File: src/rtl/npc_pred.sv
// npc_pred: fetch PC register with next-PC prediction and mispredict redirect.
// Optional BTB with 2-bit saturating counters is built when NPC_BTB_EN is defined.
module npc_pred #(
  parameter int              XLEN        = 32,
  parameter int              BTB_ENTRIES = 16,
  parameter logic [XLEN-1:0] RESET_PC    = '0
) (
  input  logic            clk,
  input  logic            rstn,
  input  logic            pc_write,
  input  logic            ex_valid,
  input  logic            ex_is_br,
  input  logic            ex_is_jmp,
  input  logic            ex_taken,
  input  logic [XLEN-1:0] ex_pc,
  input  logic [XLEN-1:0] ex_target,
  input  logic            ex_pred_taken,
  input  logic [XLEN-1:0] ex_pred_target,
  output logic [XLEN-1:0] pc,
  output logic            pred_taken,
  output logic [XLEN-1:0] pred_target,
  output logic            flush
);

  localparam int IDXW = $clog2(BTB_ENTRIES);
  localparam logic [XLEN-1:0] FOUR = XLEN'(4);

  // ex_valid is a pure qualifier: the resolve slot has no backpressure and is
  // consumed in every cycle it is valid, regardless of pc_write.
  logic            is_cti;
  logic            actual;
  logic            redirect;
  logic [XLEN-1:0] pc_plus4;
  logic [XLEN-1:0] ex_pc_plus4;
  logic [XLEN-1:0] pc_next;

  assign is_cti      = ex_is_br | ex_is_jmp;
  assign actual      = ex_is_jmp | (ex_is_br & ex_taken);
  assign redirect    = ex_valid & is_cti &
                       ((actual != ex_pred_taken) |
                        (actual & (ex_target != ex_pred_target)));
  assign flush       = redirect;
  assign pc_plus4    = pc + FOUR;
  assign ex_pc_plus4 = ex_pc + FOUR;

  // Redirect wins over a stall so the squash is never lost.
  always_comb begin
    pc_next = pc;
    if (redirect) begin
      pc_next = actual ? ex_target : ex_pc_plus4;
    end else if (pc_write) begin
      pc_next = pred_target;
    end
  end

  always_ff @(posedge clk or negedge rstn) begin
    if (!rstn) begin
      pc <= RESET_PC;
    end else begin
      pc <= pc_next;
    end
  end

`ifdef NPC_BTB_EN
  localparam int TAGW = XLEN - IDXW - 2;

  logic [BTB_ENTRIES-1:0] btb_valid;
  logic [TAGW-1:0]        btb_tag    [BTB_ENTRIES];
  logic [XLEN-1:0]        btb_target [BTB_ENTRIES];
  logic [1:0]             btb_ctr    [BTB_ENTRIES];

  logic [IDXW-1:0] rd_idx;
  logic [IDXW-1:0] wr_idx;
  logic [TAGW-1:0] rd_tag;
  logic [TAGW-1:0] wr_tag;
  logic            rd_hit;
  logic            wr_hit;
  logic            upd;

  assign rd_idx = pc[IDXW+1:2];
  assign rd_tag = pc[XLEN-1:IDXW+2];
  assign wr_idx = ex_pc[IDXW+1:2];
  assign wr_tag = ex_pc[XLEN-1:IDXW+2];

  // Lookup reads the array before the edge, so a same-index update this cycle
  // only becomes visible to the following fetch.
  assign rd_hit      = btb_valid[rd_idx] & (btb_tag[rd_idx] == rd_tag);
  assign pred_taken  = rd_hit & btb_ctr[rd_idx][1];
  assign pred_target = pred_taken ? btb_target[rd_idx] : pc_plus4;

  assign upd    = ex_valid & is_cti;
  assign wr_hit = btb_valid[wr_idx] & (btb_tag[wr_idx] == wr_tag);

  always_ff @(posedge clk or negedge rstn) begin
    if (!rstn) begin
      btb_valid <= '0;
      for (int i = 0; i < BTB_ENTRIES; i++) begin
        btb_tag[i]    <= '0;
        btb_target[i] <= '0;
        btb_ctr[i]    <= 2'b01;
      end
    end else if (upd) begin
      if (wr_hit) begin
        if (actual) begin
          if (btb_ctr[wr_idx] != 2'b11) begin
            btb_ctr[wr_idx] <= btb_ctr[wr_idx] + 2'd1;
          end
          btb_target[wr_idx] <= ex_target;
        end else if (btb_ctr[wr_idx] != 2'b00) begin
          btb_ctr[wr_idx] <= btb_ctr[wr_idx] - 2'd1;
        end
      end else if (actual) begin
        // Jumps are always taken, so they start strongly taken.
        btb_valid[wr_idx]  <= 1'b1;
        btb_tag[wr_idx]    <= wr_tag;
        btb_target[wr_idx] <= ex_target;
        btb_ctr[wr_idx]    <= ex_is_jmp ? 2'b11 : 2'b10;
      end
    end
  end
`else
  assign pred_taken  = 1'b0;
  assign pred_target = pc_plus4;
`endif

endmodule

File: config.mk
export PLATFORM = sky130hd
export DESIGN_NAME = npc_pred
export DESIGN_NICKNAME = d
export VERILOG_FILES = /design/src/rtl/npc_pred.sv
export SDC_FILE = /design/constraint.sdc
export NUM_CORES = 1
export LEC_CHECK = 0
export CELL_PAD_IN_SITES_DETAIL_PLACEMENT = 1
export CELL_PAD_IN_SITES_GLOBAL_PLACEMENT = 2
export CORE_MARGIN = 2
export CORE_UTILIZATION = 22
export CTS_BUF_LIST = sky130_fd_sc_hd__clkbuf_16
export CTS_CLUSTER_DIAMETER = 200
export DETAILED_ROUTE_END_ITERATION = 16
export GPL_TIMING_DRIVEN = 0
export PLACE_DENSITY = 0.81
export SLEW_MARGIN = 10
export SYNTH_ARGS = -nofsm -noshare
export SYNTH_HDL_FRONTEND = slang
export SYNTH_SLANG_ARGS = --single-unit
File: constraint.sdc
create_clock -name clk -period 2.8 [get_ports clk]
set_input_delay 0.28 -clock clk [delete_from_list [all_inputs] [get_ports clk]]
set_output_delay 0.28 -clock clk [all_outputs]
set_load 0.005 [all_outputs]
==> flow_summary.ini <==
[outcome]
status = completed

[synth]
ys_seq_elements = 32
synth-main-ff-cell = dfrtp_1
synth_cell_types = 34
yosys_warnings = 0
synthArstFlopShare_pct = 100
syn_nets = 551
avgSynthCellArea_um2 = 8.04
synth-edff-count = 0
syn_inst = 445
yosysSeqAreaShare_pct = 22.4
netlist_area_um2 = 3580

[route]
routed_wl_um = 15400
detail_route.first_pass.iterations = 4
routed-wl-met2_um = 7700
drc_errors = 0
wl_met1_um = 6720
drtIter0Drc = 148
wl_per_cell_um = 18.2
met3_length_um = 599
highest_layer = met4
viasPerCell = 4.73
vias = 3988
antenna_left = 0

[grt]
grt.overflow.total = 0
grt_pass1_vias = 4289
antenna_found_initial = 0
grt_usage_pct = 17.7
grt_max_degree = 33
grt_pass1_wl_um = 24400

[placed_design]
dp_hpwl_um = 12900
io_buffer_count = 168
place_congestion = 0.862
pre_cts_slack_ns = -0.596

[timing]
fin_crit_sh_pct = 97.0
final-hold-violation-count = 0
slew_viol_final = 0
fmax_mhz = 368
setup_ws_ns = 0.0842
worstMarginPinSlew_ns = 0.837
setup_viol = 0
clock-skew-final_ns = 0.00566
relSlewSlack_pct = 44.2
final.min_clock_period_ns = 2.72
hold_slack_ns = 0.0505

[setup_path]
r2r-start = pc[4]
crit_end = pred_target[21]
startpoint_type = flop
cp_max_fo = 9
end_kind = output port
worstSetupPathType = reg -> out
ff2ff_path_depth = 8
regToRegSetupSlack_ns = 0.60
critPathArrivalTime_ns = 2.44
cp-startpoint = pc[4]
crit_path_max_incr_delay_ns = 0.51
cp_data_required_time_ns = 2.52
cp_cell_sequence = buf_6, nand4_1, buf_4, nor4_4, nand2_2, nor3_2, xor2_1, clkdlybuf4s50_1
crit_slowest_cell = clkdlybuf4s50_1
reg2reg_to = pc[21]

[floorplan]
fp.dieH_um = 131
fp.dieArea_um2 = 17300
initial_utilization_pct = 22.5
placementRows = 46
dieWidth_um = 131
ios = 170
core-area_um2 = 15900

[clocking]
cts.sinks = 32
numCtsBuffers = 5
cts_htree_levels = 2
clk_latency_ns = 0.28
cts_tree = yes
clkTransAtPathRegs_ns = 0.05
clock-root-buffer = clkbuf_16
ctsLongestPathBuffers = 2

[power_and_ir_drop]
power.static_leakage_nw = 2.10
power-per-cell-area_nw_per_um2 = 461
vdd_drop_max_mv = 0.198

[layout]
n_fill_cell = 1891
reg_top3 = pc: 32 flops
syn2layout_area_growth_pct = 65.3
drive_above_1_share_pct = 12.4
largest_reg_flops = 32
final_common_cell = clkdlybuf4s50_1
final_cell_mix = 165 x clkdlybuf4s50_1, 65 x xnor2_1, 47 x nand2_1
fin_util_pct = 37.2
top_register = pc
fin_nets = 734
n_antenna_cell = 0

[run]
drv_cap = 0

[hold_path]
min-delay-path-class = in -> async
## cell usage after synthesis, types with 10 or more instances
master     n  area [µm²]
and3_1    10        62.6
or4_1     15         113
mux2i_1   17         170
o31ai_1   13        97.6
nand4_1   27         169
xor2_1    34         298
nor4_1    11        68.8
clkbuf_1  13        48.8
dfrtp_1   32         801
mux2_2    21         236
a31oi_1   17         106
nand2_1   48         180
buf_2     11        55.1
nor2_1    33         124
nand3_1   23         115
xnor2_1   66         578
## power by group
group / leakage (nW) / internal, mW / switching [mW] / total [mW]
Sequential: 0.364 / 0.572 / 0.177 / 0.750
Combinational: 1.67 / 0.875 / 0.597 / 1.47
Clock: 0.0648 / 0.317 / 0.187 / 0.504
Total: 2.10 / 1.76 / 0.961 / 2.73
## cell type report
| type | count | area [µm²] | share of cell area (%) |
|---|---|---|---|
| flip-flops and latches | 32 | 808 | 13.7 |
| inverters | 5 | 18.8 | 0.317 |
| multi-input cells | 380 | 2770 | 46.9 |
| clock buffers | 5 | 125 | 2.12 |
| plain buffers | 25 | 146 | 2.48 |
| well taps | 216 | 270 | 4.57 |
| repair buffers | 179 | 1760 | 29.8 |
| clock inverters | 2 | 7.51 | 0.127 |
## critical path: cells and delay by family (launching register included)
family	cells	cell delay, ns
flops	1	0.38
xor+xnor	1	0.15
simple gates	4	0.78
buf+inv	3	0.84
## through the flow
stage                     instances  power [mW]  cell area, µm²  setup TNS (ns)
after detailed placement        829        2.11            5520           -8.21
after floorplan                 445        1.27            3580               0
after global placement          829        2.09            5530           -6.42
after CTS                       840        2.69            5810               0
final                           844        2.73            5910               0
after global routing            844        2.88            5910         -0.0441
## routing by layer
layer | track usage (%) | vias to the layer above
li1 | - | 1962
met1 | 22.2 | 1896
met2 | 31.2 | 112
met3 | 2.16 | 18
met4 | 6.04 | 0
met5 | 0 | -
## logic make-up (layout without fill, tap and decap cells)
group / after synthesis / after routing / synth area share, %
buffers and inverters: 33 / 216 / 4.16
adders and majority gates: 2 / 2 / 0.700
muxes: 38 / 38 / 11.4
other: 1 / 1 / 0.105
DFF: 32 / 32 / 22.4
AOI/OAI and AO/OA: 47 / 47 / 8.43
and+or+nand+nor: 192 / 192 / 28.3
xor gates and xnor gates: 100 / 100 / 24.5
## worst min path at each step
stage / startpoint / endpoint / slack, ns / cells past startpoint
final: rstn / pc[7] / 0.05 / 1
after global routing: rstn / pc[7] / 0.1 / 1
after CTS: rstn / pc[7] / 0.07 / 1
after detailed placement: rstn / pc[3] / 0.38 / 1
after global placement: pc[1] / pc[1] / 0.57 / 1
after floorplan: rstn / pc[0] / -0.02 / 0
## timing repair
action,CTS,global route
setup endpoints to repair,18,15
buffers inserted,6,5
pin swaps,5,8
hold buffers,0,0
resized for setup,21,21
Power figures use the tool's default switching activity.
